**config.mk**
```make
export PLATFORM = sky130hd
export DESIGN_NAME = piso_serializer_flat
export DESIGN_NICKNAME = d
export VERILOG_FILES = /design/src/rtl/piso_pkg.sv /design/src/rtl/piso_serializer_if.sv /design/src/rtl/piso_serializer.sv /design/src/flat_wrapper.sv
export SDC_FILE = /design/constraint.sdc
export NUM_CORES = 1
export LEC_CHECK = 0
export BUFFER_PORTS_ARGS = -buffer_cell sky130_fd_sc_hd__buf_2
export CORE_MARGIN = 2
export CORE_UTILIZATION = 43
export CTS_CLUSTER_DIAMETER = 120
export DETAILED_ROUTE_END_ITERATION = 6
export PLACE_DENSITY = 0.7
export SLEW_MARGIN = 0
export SYNTH_ARGS = -nofsm -noshare
export SYNTH_HDL_FRONTEND = slang
export SYNTH_SLANG_ARGS = --single-unit
```
**constraint.sdc**
```tcl
create_clock -name clk -period 4.04 [get_ports clk]
set_input_delay 0.606 -clock clk [delete_from_list [all_inputs] [get_ports clk]]
set_output_delay 0.606 -clock clk [all_outputs]
set_load 0.02 [all_outputs]
```
**src/rtl/piso_pkg.sv**
```systemverilog
// Shared definitions for the PISO serializer: FSM state encoding, counter
// width helper and bit-order encoding constants.
package piso_pkg;

  typedef enum logic [1:0] {
    IDLE   = 2'd0,
    SHIFT  = 2'd1,
    PARITY = 2'd2
  } state_t;

  // Values accepted by the MSB_FIRST parameter.
  localparam bit LSB_FIRST_ENC = 1'b0;
  localparam bit MSB_FIRST_ENC = 1'b1;

  // Beat counter width: wide enough to hold WIDTH (the parity beat index).
  function automatic int unsigned cnt_width(input int unsigned width);
    return $clog2(width + 1);
  endfunction

endpackage

```
**src/rtl/piso_serializer_if.sv**
```systemverilog
// Handshake bundle for piso_serializer.
//   load_valid/load_ready/p_in : parallel load side
//   s_out/s_valid/s_ready/s_last : serial beat side
// master = producer/consumer environment, slave = the serializer.
interface piso_serializer_if #(
  parameter int unsigned WIDTH = 8
);
  logic             load_valid;
  logic             load_ready;
  logic [WIDTH-1:0] p_in;
  logic             s_out;
  logic             s_valid;
  logic             s_ready;
  logic             s_last;

  modport master (
    output load_valid, p_in, s_ready,
    input  load_ready, s_out, s_valid, s_last
  );

  modport slave (
    input  load_valid, p_in, s_ready,
    output load_ready, s_out, s_valid, s_last
  );
endinterface

```
**src/rtl/piso_serializer.sv**
```systemverilog
// Parallel-in/serial-out serializer with valid/ready on both sides.
// A word captured on a load handshake is shifted out one bit per accepted
// beat; s_last marks the final beat, on which the next word may be loaded
// so frames stream without a gap.
// Ports:
//   clk   - clock, rising edge
//   rst_n - synchronous active-low reset
//   bus   - piso_serializer_if.slave (load_valid, load_ready, p_in,
//           s_out, s_valid, s_ready, s_last)
// Parameters: WIDTH (2..64), MSB_FIRST (0: bit 0 first, 1: bit WIDTH-1 first)
// Option macro PISO_SERIALIZER_PARITY_EN: appends an even-parity beat.
module piso_serializer
  import piso_pkg::*;
#(
  parameter int unsigned WIDTH     = 8,
  parameter bit          MSB_FIRST = LSB_FIRST_ENC
) (
  input logic               clk,
  input logic               rst_n,
  piso_serializer_if.slave  bus
);

  localparam int unsigned CW = cnt_width(WIDTH);

  state_t           state;
  logic [WIDTH-1:0] sreg;
  logic [CW-1:0]    cnt;
  logic             s_out_q;
  logic             s_valid_q;
  logic             s_last_q;
`ifdef PISO_SERIALIZER_PARITY_EN
  logic             par_q;
`endif

  logic [WIDTH-1:0] shifted;
  logic             next_bit;
  logic             first_bit;
  logic             beat_acc;
  logic             load_acc;
  logic             last_data;

  // Shift toward the output end with zero fill; next_bit is what lands there.
  assign shifted   = (MSB_FIRST == MSB_FIRST_ENC) ? (sreg << 1) : (sreg >> 1);
  assign next_bit  = (MSB_FIRST == MSB_FIRST_ENC) ? sreg[WIDTH-2] : sreg[1];
  assign first_bit = (MSB_FIRST == MSB_FIRST_ENC) ? bus.p_in[WIDTH-1] : bus.p_in[0];

  assign beat_acc  = s_valid_q && bus.s_ready;
  assign load_acc  = bus.load_valid && bus.load_ready;
  assign last_data = (cnt == CW'(WIDTH - 1));

  // Early ready on the final beat lets the next word follow with no gap.
  assign bus.load_ready = (state == IDLE) || (s_last_q && bus.s_ready);

  assign bus.s_out   = s_out_q;
  assign bus.s_valid = s_valid_q;
  assign bus.s_last  = s_last_q;

  // FSM, shifter and beat counter.
  always_ff @(posedge clk) begin
    if (!rst_n) begin
      state     <= IDLE;
      sreg      <= '0;
      cnt       <= '0;
      s_out_q   <= 1'b0;
      s_valid_q <= 1'b0;
      s_last_q  <= 1'b0;
`ifdef PISO_SERIALIZER_PARITY_EN
      par_q     <= 1'b0;
`endif
    end else begin
      case (state)
        IDLE: begin
          if (load_acc) begin
            state     <= SHIFT;
            sreg      <= bus.p_in;
            cnt       <= '0;
            s_out_q   <= first_bit;
            s_valid_q <= 1'b1;
            s_last_q  <= 1'b0;
`ifdef PISO_SERIALIZER_PARITY_EN
            par_q     <= ^bus.p_in;
`endif
          end
        end

        SHIFT: begin
          if (beat_acc) begin
            if (last_data) begin
`ifdef PISO_SERIALIZER_PARITY_EN
              state    <= PARITY;
              sreg     <= '0;
              cnt      <= CW'(cnt + CW'(1));
              s_out_q  <= par_q;
              s_last_q <= 1'b1;
`else
              if (load_acc) begin
                sreg      <= bus.p_in;
                cnt       <= '0;
                s_out_q   <= first_bit;
                s_valid_q <= 1'b1;
                s_last_q  <= 1'b0;
              end else begin
                state     <= IDLE;
                sreg      <= '0;
                cnt       <= '0;
                s_out_q   <= 1'b0;
                s_valid_q <= 1'b0;
                s_last_q  <= 1'b0;
              end
`endif
            end else begin
              sreg     <= shifted;
              cnt      <= CW'(cnt + CW'(1));
              s_out_q  <= next_bit;
`ifndef PISO_SERIALIZER_PARITY_EN
              // Flag the beat that will be presented next if it is the last.
              s_last_q <= (cnt == CW'(WIDTH - 2));
`endif
            end
          end
        end

`ifdef PISO_SERIALIZER_PARITY_EN
        PARITY: begin
          if (beat_acc) begin
            if (load_acc) begin
              state     <= SHIFT;
              sreg      <= bus.p_in;
              cnt       <= '0;
              s_out_q   <= first_bit;
              s_valid_q <= 1'b1;
              s_last_q  <= 1'b0;
              par_q     <= ^bus.p_in;
            end else begin
              state     <= IDLE;
              sreg      <= '0;
              cnt       <= '0;
              s_out_q   <= 1'b0;
              s_valid_q <= 1'b0;
              s_last_q  <= 1'b0;
            end
          end
        end
`endif

        default: begin
          state     <= IDLE;
          sreg      <= '0;
          cnt       <= '0;
          s_out_q   <= 1'b0;
          s_valid_q <= 1'b0;
          s_last_q  <= 1'b0;
        end
      endcase
    end
  end

endmodule

```
**src/flat_wrapper.sv**
```systemverilog
// flat-port wrapper written by rule: the top's interface ports become plain ports
module piso_serializer_flat import piso_pkg::*;
#(
  parameter int unsigned WIDTH     = 8,
  parameter bit          MSB_FIRST = LSB_FIRST_ENC
)
  (clk, rst_n, bus_load_valid, bus_p_in, bus_s_ready, bus_load_ready, bus_s_out, bus_s_valid, bus_s_last);
  piso_serializer_if #(.WIDTH(WIDTH)) bus_i ();
  input logic clk;
  input logic rst_n;
  input wire logic [$bits(bus_i.load_valid)-1:0] bus_load_valid;
  input wire logic [$bits(bus_i.p_in)-1:0] bus_p_in;
  input wire logic [$bits(bus_i.s_ready)-1:0] bus_s_ready;
  output wire logic [$bits(bus_i.load_ready)-1:0] bus_load_ready;
  output wire logic [$bits(bus_i.s_out)-1:0] bus_s_out;
  output wire logic [$bits(bus_i.s_valid)-1:0] bus_s_valid;
  output wire logic [$bits(bus_i.s_last)-1:0] bus_s_last;
  assign bus_i.load_valid = bus_load_valid;
  assign bus_i.p_in = bus_p_in;
  assign bus_i.s_ready = bus_s_ready;
  assign bus_load_ready = bus_i.load_ready;
  assign bus_s_out = bus_i.s_out;
  assign bus_s_valid = bus_i.s_valid;
  assign bus_s_last = bus_i.s_last;
  piso_serializer #(.WIDTH(WIDTH), .MSB_FIRST(MSB_FIRST)) u_core (.clk(clk), .rst_n(rst_n), .bus(bus_i));
endmodule
```
# ---- Word level (Yosys, flattened, before mapping)
# Cells that the tools add are included.
dict set report op_classes {
  n_addsub 1
  n_eq_ne 7
  mux 28
  n_reduce_logical 8
}
# cell n
set ops {}
lappend ops {{$mux 8} 4}
lappend ops {{$pmux 8 s2} 1}
lappend ops {{$mux 4} 3}
lappend ops {{$mux 1} 11}
lappend ops {{$eq 4x3->1 const B} 2}
lappend ops {{$mux 2} 4}
lappend ops {{$pmux 4 s2} 1}
lappend ops {{$ne 2x1->1 const B} 3}
lappend ops {{$pmux 1 s2} 3}
lappend ops {{$add 4x1->4 const B} 1}
lappend ops {{$pmux 2 s2} 1}
lappend ops {{$reduce_and 4->1} 1}
lappend ops {{$logic_and 1x1->1} 3}
lappend ops {{$reduce_and 3->1} 1}
lappend ops {{$eq 2x1->1 const B} 1}
lappend ops {{$logic_not 2->1} 1}
lappend ops {{$ne 2x2->1 const B} 1}
lappend ops {{$reduce_and 2->1} 1}
lappend ops {{$logic_or 1x1->1} 1}
dict set report word_totals {
  register_bits 17
  elab_cells 50
}

# ---- Depth between registers and ports, before layout
# Gate-level depths: netlist (run 1).
dict set report depth {
  word_depth 7
  ltp_mapped 6
  mapped_depth_nobuf 5
}

# ---- Worst setup path before layout (run 1)
# Ideal clock, no wire load.
dict set report synth_timing {
  path_type {input to register}
  start {input bus_s_ready}
  end {register u_core.cnt[3]}
  setup_time_ns 0.070
  arrival_time_ns 1.452
  t_required_ns 3.970
  setup_slack_ns 2.518
  path_stages 4
  path_buffers 0
  path_cell_list {nand3_2 -> and2_4 -> or4_1 -> a21boi_1}
}
dict set report synth_between {
  elab_chain_cells 5
  elab_cells_between_ends 7
  classes_between {eq/ne: 2; reduce/logical: 5}
}
# item line
set synth_lines {}
lappend synth_lines {{start: declaration} flat_wrapper.sv:13} ;# input wire logic [$bits(bus_i.s_ready)-1:0] bus_s_ready;
lappend synth_lines {{$logic_and 1x1->1} piso_serializer.sv:52} ;# assign bus.load_ready = (state == IDLE) || (s_last_q && bus.s_ready);
lappend synth_lines {{$logic_or 1x1->1} piso_serializer.sv:52}
lappend synth_lines {{$logic_and 1x1->1} piso_serializer.sv:48} ;# assign load_acc = bus.load_valid && bus.load_ready;
lappend synth_lines {{$ne 2x1->1 (no line)} -}
lappend synth_lines {{$reduce_and 2->1 (no line) *} -}
lappend synth_lines {{end signal: assignment} piso_serializer.sv:113} ;# cnt <= CW'(cnt + CW'(1));
lappend synth_lines {{end: declaration} piso_serializer.sv:27} ;# logic [CW-1:0] cnt;
# Every way passes the cells marked *; elsewhere a longest branch is shown, timed or not.
# A chain may end at the register's enable or synchronous reset.

# ---- Final worst setup path (run 1)
dict set report layout_timing {
  start {register u_core.state[0]}
  end {output bus_load_ready}
}
dict set report layout_between {
  elab_chain_cells 2
}
# item line
set layout_lines {}
lappend layout_lines {{start: declaration} piso_serializer.sv:25} ;# state_t state;
lappend layout_lines {{start signal: assignment} piso_serializer.sv:61} ;# state <= IDLE;
lappend layout_lines {{start signal: assignment} piso_serializer.sv:74} ;# state <= SHIFT;
lappend layout_lines {{start signal: assignment} piso_serializer.sv:103} ;# state <= IDLE;
lappend layout_lines {{$logic_not 2->1} piso_serializer.sv:52}
lappend layout_lines {{$logic_or 1x1->1} piso_serializer.sv:52}
lappend layout_lines {{end: declaration} flat_wrapper.sv:14} ;# output wire logic [$bits(bus_i.load_ready)-1:0] bus_load_ready;
# No other way between the ends.

==> metrics.txt, run 1 <==
xor and xnor fraction of the mapped netlist area 1.075%; hold_buf cts 0; FF-to-FF path depth 4; DRT Pass-1 Iters 4; Synth top area share around 37%; FILL cells around 180; Comb power frac 14.2%; Post-Syn Area 814.5 um^2; Reg power frac a little under three fifths; FF-to-FF End u_core.sreg[2]; maximum VDD drop 0.0002552 V; DRT iter0 DRCs 6; Startpoint Class register; Crit path required time 3.43 ns; Final setup viols 0; Synth async-reset ratio 0%; core footprint 1745 um^2; fin crit share 47.31%; crit-path max FO 25; max-slew violations 0; P_int about 210 uW; Post-synth EDFFs 0; sequential area share after synthesis between 30% and 40%; Ports 16; Psw just under 80 uW; hold path endpoint u_core.sreg[4]; Slew headroom ~57%; Simple-Gate Fraction of Synth Area 29.34%; post-DR wirelength/cell 12.14 um; # rows 15; Max Fclk approximately 520 MHz; HP Start u_core.sreg[4]; die height between 40 and 50 um; Max-Cap Viols 0; # DRC 0; top post-synthesis cells by area dfxtp_1, a21boi_0, nand2_1; Yosys top cell by area dfxtp_1; Crit-path slowest cell dfxtp_1; Post-CTS Setup Bufs 0; nets@finish 130; GR Util met2 approximately a quarter; wire length of the first global-routing pass 2725 um; post-route ant nets 0; Setup Skew 0.005532 ns; minimum clock period roughly 1.9 ns; type of the most critical hold path reg -> reg; initial core utilization ~47%; initial antenna violation count 0; pwr dens approximately 310 nW/um^2; clock share of power between 20% and 30%; critical path arrival roughly 1.3 ns; post-synthesis adder-cell area fraction under 10%; clock sinks 15; GPL Wtd Cong about 0.86; Mean Syn Cell Area approximately 8 um^2; CTS tree yes; predominant post-synthesis flop cell dfxtp_1; busiest grt layer met2; CP Capture Type output pin; number of global-route vias before repair roughly 630; vias per cell about 5.3; CTS Buffer Depth 2; syn_nets about 120; ratio of cells with drive above 1 in the final layout 17.39%; critical path type reg -> out; main combinational cell family by area after synthesis simple AND/OR/NAND/NOR gates; htree depth 1; Resized cells post-CTS 0; synthesized flop and latch total 15; Hold Vio Cnt, Final 0; switch share 26.81%; met1 GRT Util between 20 and 25%; largest net degree at the start of global routing 26; final setup TNS 0 ns; M3 GR Usage 7.547%; CP peak stage delay approximately 0.74 ns; clk root buf clkbuf_4; reg2reg start u_core.state[0]; Worst-Margin Slew 0.6445 ns; Inserted Clock Buffers 3; hold depth 2; status completed; global route total overflow 0; Total GRT Usage about 18%; leakage 0.3802 nW; Register-to-Register Setup Slack between 2 and 2.5 ns; cells after synthesis a little over 100; Die Area 2259 um^2; RSZ-0062 raised after global routing no; routed via count approximately 740; Clk Latency, worst-skew pair 0.28 ns; mux cell area share after synthesis 0%; Tot Pwr ~290 uW; ANT cells 0; list of most frequent post-synthesis cells dfxtp_1, nand2_1, a21boi_0, and3_1; area delta synth->final 13.82%; post-DP HPWL roughly 1200 um; Yosys warnings 0; drt total wl ~1700 um; Netlist cell types 26; Reg clk slew, reported paths around 0.09 ns; compound-cell area share of the yosys netlist between 20% and 30%; Die W around 48 um; critical-path cell list nand2_1, buf_2; port bufs 15
-- worst max-delay path, delay by kind of cell (launching register included) --
family / cells / cell delay, ns
DFF: 1 / 0.74
and+or+nand+nor: 1 / 0.09
buffers and inverters: 1 / 0.18
-- cells in the final DEF (no fill, tap or decap), types with 2 or more instances in the layout --
master and instances:
nand2_1 15, buf_2 15, dfxtp_1 15, a21boi_0 11
and3_1 8, a21boi_1 7, o21ai_0 7, a21oi_1 5
nand3_1 4, nor3b_1 3, nor2b_1 3, clkbuf_4 3
inv_1 2, o21ai_1 2, nor2_1 2, ha_1 2
-- registers in the layout, summed over array words and instances (netlist names) --
signal,cells
u_core.bus.s_out,1
u_core.cnt,4
u_core.bus.s_valid,1
u_core.sreg,7
u_core.state,1
u_core.bus.s_last,1
-- final cells by class --
| cell class | count | area, um^2 | area share, % |
|---|---|---|---|
| multi-input combinational | 79 | 486.7 | 52.50 |
| timing repair buffer | 15 | 75.07 | 8.097 |
| clock buffer | 4 | 26.28 | 2.834 |
| sequential | 15 | 300.3 | 32.39 |
| tap | 25 | 31.28 | 3.374 |
| inverter | 2 | 7.507 | 0.8097 |
-- cells by family (layout without fill, tap and decap cells) --
group / Yosys count / in the layout
adder cells (fa/ha/maj): 2 / 2
buffers and inverters: 7 / 21
XOR/XNOR: 1 / 1
AO/OA/AOI/OAI: 33 / 33
flip-flops: 15 / 15
AND/OR/NAND/NOR: 43 / 43
-- routing by layer --
metal  routed length, um  share of wire (%)  vias up
li1                    -                  -      384
met1                 783                 46      335
met2                 811                 48       13
met3                  73                4.3        6
met4                  29                1.7        0
met5                   0                  0        -
-- power groups by stage --
stage	clock network (mW)	logic [mW]	registers, mW
3_3_place_gp	0	0.0401	0.166
2_1_floorplan	0	0.0289	0.165
4_1_cts	0.0862	0.0414	0.163
6_report	0.0849	0.0410	0.163
5_1_grt	0.0919	0.0465	0.165
3_5_place_dp	0	0.0411	0.167
-- worst max-delay path by stage --
stage	start	cells past startpoint	slack [ns]	to
floorplan	bus_s_ready	4	2.52	u_core.cnt[3]
global placement	u_core.state[0]	4	2.23	u_core.cnt[3]
detailed placement	u_core.state[0]	4	2.14	u_core.sreg[2]
CTS	u_core.state[0]	4	2.12	u_core.sreg[2]
global route	u_core.state[0]	4	1.89	u_core.sreg[2]
finish	u_core.state[0]	2	2.13	bus_load_ready
-- per-stage QoR --
step | instance area (um^2) | hold WS (ns) | worst slack (ns) | std cells | util, %
after detailed placement | 900.9 | 0.4440 | 2.139 | 136 | 51.61
final | 927.1 | 0.4565 | 2.129 | 140 | 53.12
after floorplan | 814.5 | 0.4308 | 2.518 | 101 | -
after global routing | 927.1 | 0.4771 | 1.887 | 140 | 53.12
after global placement | 900.9 | 0.4423 | 2.234 | 136 | 51.61
after CTS | 927.1 | 0.4563 | 2.115 | 140 | 53.12
Note: power is estimated with default switching activity, not from simulation.
==> inputs of run 2 (changes only) <==
==> constraint.sdc (replaced) <==
create_clock -name clk -period 2 [get_ports clk]
set_input_delay 0.3 -clock clk [delete_from_list [all_inputs] [get_ports clk]]
set_output_delay 0.3 -clock clk [all_outputs]
set_load 0.02 [all_outputs]
==> metrics.txt, run 2 (same netlist as run 1, synthesis figures left out) <==
Slew headroom 63.83% (+6.9 points); Final setup viols 0 (unchanged); Hold Vio Cnt, Final 0 (unchanged); # DRC 0 (unchanged); Reg clk slew, reported paths 0.09 ns (about the same); Min Hold Slack 0.2887 ns (-0.1678 ns); CTS Buffer Depth 2 (unchanged); CP Capture Type register; port bufs 15 (unchanged); status completed; largest net degree at the start of global routing 16 (-38%); core footprint 1745 um^2 (unchanged); DRT iter0 DRCs 7 (+1); wire length of the first global-routing pass 2711 um (-0.51%); Ports 16 (unchanged); Worst path top cell family by delay compound AO/OA/AOI/OAI gates; # rows 15 (unchanged); DRT Pass-1 Iters 3 (-1); critical path type reg -> reg; RSZ-0062 raised after global routing no; ratio of cells with drive above 1 in the final layout 18.80% (+1.4 points); leakage 0.3894 nW (+2.4%); ANT cells 0 (unchanged); die height 47.53 um (unchanged); biggest registers after layout u_core.sreg: 7 flops, u_core.cnt: 4 flops; WP buf/inv 0 (-1); nets@finish 132 (+1.5%); maximum VDD drop 0.0002938 V (+15%); post-DR wirelength/cell 11.58 um (-4.6%); max reg flops 7 (unchanged); FILL cells 174 (-0.57%); Post-CTS Setup Bufs 0 (unchanged); most frequent cells in the layout nand2_1, buf_2, dfxtp_1; drt total wl 1644 um (-3.2%); critical path arrival 1.92 ns (+0.61 ns); Setup Skew 0.006098 ns (+0.0005661 ns); global route total overflow 0 (unchanged); Clk Latency, worst-skew pair 0.28 ns (about the same); Crit-path slowest cell a32oi_1; post-DP HPWL 1162 um (+0.11%); initial core utilization 46.67% (unchanged); Startpoint Class register; vias per cell 5.225 (-0.87%); routed via count 742 (+0.54%); Largest Register u_core.sreg; Worst-Margin Slew 0.5426 ns (-0.1019 ns); clk root buf clkbuf_4; final setup TNS 0 ns (unchanged); Crit path required time 2.21 ns (-1.22 ns); area delta synth->final 15.67%; initial antenna violation count 0 (unchanged); fin crit share roughly 85%; hold_buf cts 0 (unchanged); Max Fclk around 590 MHz; GPL Wtd Cong 0.7934 (-7.7%); pwr dens 625.2 nW/um^2 (+100%); htree depth 1 (unchanged); Die W 47.53 um (unchanged); CP peak stage delay 0.48 ns (-0.26 ns); Inserted Clock Buffers 3 (unchanged); max-slew violations 0 (unchanged); minimum clock period 1.707 ns; Resized cells post-CTS 0 (unchanged); type of the most critical hold path in -> reg; crit-path max FO 7 (-72%); Total GRT Usage 17.32% (-0.25 points); clock sinks 15 (unchanged); fin util 53.98% (+0.86 points); Die Area 2259 um^2 (unchanged); number of global-route vias before repair 654 (+4.5%); post-route ant nets 0 (unchanged); CTS tree yes; Max-Cap Viols 0 (unchanged); critical-path cell list ha_1, and3b_1, a32oi_1, o21ai_0, a21boi_1
-- run 2: routing by layer --
layer,vias to the layer above,GRT usage [%],wire (um)
li1,390,-,-
met1,332,20.09,798
met2,12,28.65,741
met3,8,4.528,48
met4,0,10.00,55
met5,-,0,0
-- run 2: per-stage QoR --
step / power (mW) / setup slack, ns / area [um^2] / cells
finish: 0.5891 / 0.2928 / 942.2 / 142
global route: 0.6242 / 0.1159 / 942.2 / 142
CTS: 0.5980 / 0.2770 / 942.2 / 142
detailed placement: 0.4220 / 0.2933 / 915.9 / 138
global placement: 0.4204 / 0.3622 / 915.9 / 138
floorplan: 0.3907 / 0.5203 / 814.5 / 101
-- run 2: power by group --
group / switching [mW] / total [mW] / internal, mW
Sequential: 0.0114 / 0.325 / 0.313
Clock: 0.0978 / 0.175 / 0.0775
Combinational: 0.0501 / 0.0893 / 0.0392
-- run 2: layout make-up --
| type | count | area (um^2) | area share [%] |
|---|---|---|---|
| clock buffer | 4 | 26.28 | 2.789 |
| inverter | 2 | 7.507 | 0.7968 |
| tap | 25 | 31.28 | 3.320 |
| timing repair buffer | 17 | 90.09 | 9.562 |
| sequential | 15 | 300.3 | 31.87 |
| multi-input combinational | 79 | 486.7 | 51.66 |
-- run 2: path summary, 6_finish.rpt --
check,cells after the start,from,endpoint,slack (ns)
setup reg to reg,5,u_core.cnt[0],u_core.sreg[3],0.29
setup / recovery,5,u_core.cnt[0],u_core.sreg[3],0.29
hold / removal,3,bus_p_in[7],u_core.sreg[7],0.29
hold reg to reg,2,u_core.sreg[6],u_core.sreg[6],0.46
-- run 2: tightest hold or removal path, stage by stage --
cell and delay [ns]:
buf_2 0.10, nand4_1 0.05, a21boi_0 0.07
==> inputs of run 3 (changes only) <==
--- a/config.mk
+++ b/config.mk
@@ -10,7 +10,6 @@
 export CORE_UTILIZATION = 43
 export CTS_CLUSTER_DIAMETER = 120
 export DETAILED_ROUTE_END_ITERATION = 6
-export PLACE_DENSITY = 0.7
 export SLEW_MARGIN = 0
 export SYNTH_ARGS = -nofsm -noshare
 export SYNTH_HDL_FRONTEND = slang
==> metrics.txt, run 3 (same netlist as run 1, synthesis figures left out) <==
status completed; Max Fclk 599.5 MHz (+2.4%); fin crit share 83.40% (-2.0 points); uppermost layer routed met4; Finished Cell Area 942.2 um^2 (unchanged); final setup TNS 0 ns (unchanged); CP peak stage delay 0.47 ns (about the same); max reg flops 7 (unchanged); GPL Wtd Cong 0.7951 (+0.21%); biggest registers after layout u_core.sreg: 7 flops, u_core.cnt: 4 flops; die height 47.53 um (unchanged); drt total wl 1756 um (+6.8%); Final Worst Setup Slack 0.3320 ns (+0.03923 ns); wire length on met2 790 um (+6.6%); Area after DPL 915.9 um^2 (unchanged); Startpoint Class register; DRT met1 WL 879 um (+10%); Total GRT Usage 18.18% (+0.86 points); Die W 47.53 um (unchanged); number of global-route vias before repair 633 (-3.2%); fin util 53.98% (unchanged); leakage 0.3894 nW (unchanged); post-DR wirelength/cell 12.37 um (+6.8%); CTS tree yes; Hold Vio Cnt, Final 0 (unchanged); placed cells 138 (unchanged); DR WL met3 73 um (+52%); DRT iter0 DRCs 24 (+17); RSZ-0062 raised after global routing no; Comb power frac 15.4% (+0.2 points); type of the most critical hold path in -> reg; CP Capture Type register; Final setup viols 0 (unchanged); FILL cells 185 (+6.3%); vias per cell 5.289 (+1.2%); Setup Skew 0.002464 ns (-0.003635 ns); largest net degree at the start of global routing 16 (unchanged); htree depth 1 (unchanged); crit-path max FO 7 (unchanged); Reg power frac 55.5% (+0.4 points); maximum VDD drop 0.0005068 V (+73%); post-route ant nets 0 (unchanged); port bufs 15 (unchanged); Largest Register u_core.sreg; Clk Latency, worst-skew pair 0.28 ns (about the same); Min Hold Slack 0.3008 ns (+0.01207 ns); Reg clk slew, reported paths 0.09 ns (about the same); DRT Pass-1 Iters 4 (+1); # DRC 0 (unchanged); CTS Buffer Depth 2 (unchanged); Inserted Clock Buffers 3 (unchanged); Crit-path slowest cell a32oi_1; switch share 26.72% (-0.33 points); Max-Cap Viols 0 (unchanged); critical path type reg -> reg; clock sinks 15 (unchanged); critical-path cell list ha_1, and3b_1, a32oi_1, o21ai_0, a21boi_0; clock share of power 29.1% (-0.7 points); minimum clock period 1.668 ns (-0.03923 ns); # rows 15 (unchanged); Crit path required time 2.21 ns (about the same); area delta synth->final 15.67% (unchanged); routed via count 751 (+1.2%); nets@finish 132 (unchanged); Post-CTS Setup Bufs 0 (unchanged); Psw 156.6 uW (-1.7%); Ports 16 (unchanged); Layout Cells excl Fill 142 (unchanged); P_int 429.5 uW (about the same); Worst-Margin Slew 0.5293 ns (-0.01327 ns); Die Area 2259 um^2 (unchanged); ratio of cells with drive above 1 in the final layout 18.80% (unchanged); initial antenna violation count 0 (unchanged); hold_buf cts 0 (unchanged); pre-CTS WS 0.3124 ns (+0.01901 ns); ANT cells 0 (unchanged); initial core utilization 46.67% (unchanged); pwr dens 622.1 nW/um^2 (-0.51%); Tot Pwr 586.1 uW (-0.51%); most frequent cells in the layout nand2_1, buf_2, dfxtp_1; post-DP HPWL 1231 um (+6.0%); core footprint 1745 um^2 (unchanged); max-slew violations 0 (unchanged); global route total overflow 0 (unchanged); Slew headroom 64.71% (+0.88 points); clk root buf clkbuf_4; wire length of the first global-routing pass 2842 um (+4.8%); critical path arrival 1.88 ns (-0.04 ns); Resized cells post-CTS 0 (unchanged)
run 3: cell counts in the layout (fill, tap and decap cells not counted):
Identical to the previous run, type by type.
run 3: metal layers:
metal  GRT usage, %  vias up
li1               -      391
met1          24.15      339
met2          28.38       19
met3          3.396        2
met4          8.333        0
met5              0        -
run 3: final cells by class:
class	count	area, um^2	share of cell area (%)
sequential	15	300.3	31.87
tap	25	31.28	3.320
multi-input combinational	79	486.7	51.66
timing repair buffer	17	90.09	9.562
clock buffer	4	26.28	2.789
inverter	2	7.507	0.7968
run 3: power groups by stage:
stage	logic [mW]	registers (mW)	clock network (mW)
2_1_floorplan	0.0584	0.332	0
3_3_place_gp	0.0909	0.332	0
3_5_place_dp	0.0914	0.332	0
4_1_cts	0.0921	0.325	0.181
5_1_grt	0.104	0.327	0.193
6_report	0.0903	0.325	0.171
run 3: final timing paths:
path                            depth (start not counted)                to  slack, ns        startpoint
worst max register to register                          5    u_core.sreg[2]       0.33     u_core.cnt[0]
worst min register to register                          2  u_core.bus.s_out       0.45  u_core.bus.s_out
worst max-delay path                                    5    u_core.sreg[2]       0.33     u_core.cnt[0]
worst min-delay path                                    3    u_core.sreg[7]       0.30       bus_p_in[7]
run 3: critical path: cells and delay by family (launching register included):
kind	cells	cell delay, ns
AOI/OAI and AO/OA	3	0.81
DFF	1	0.35
adders and majority gates	1	0.26
and+or+nand+nor	1	0.19
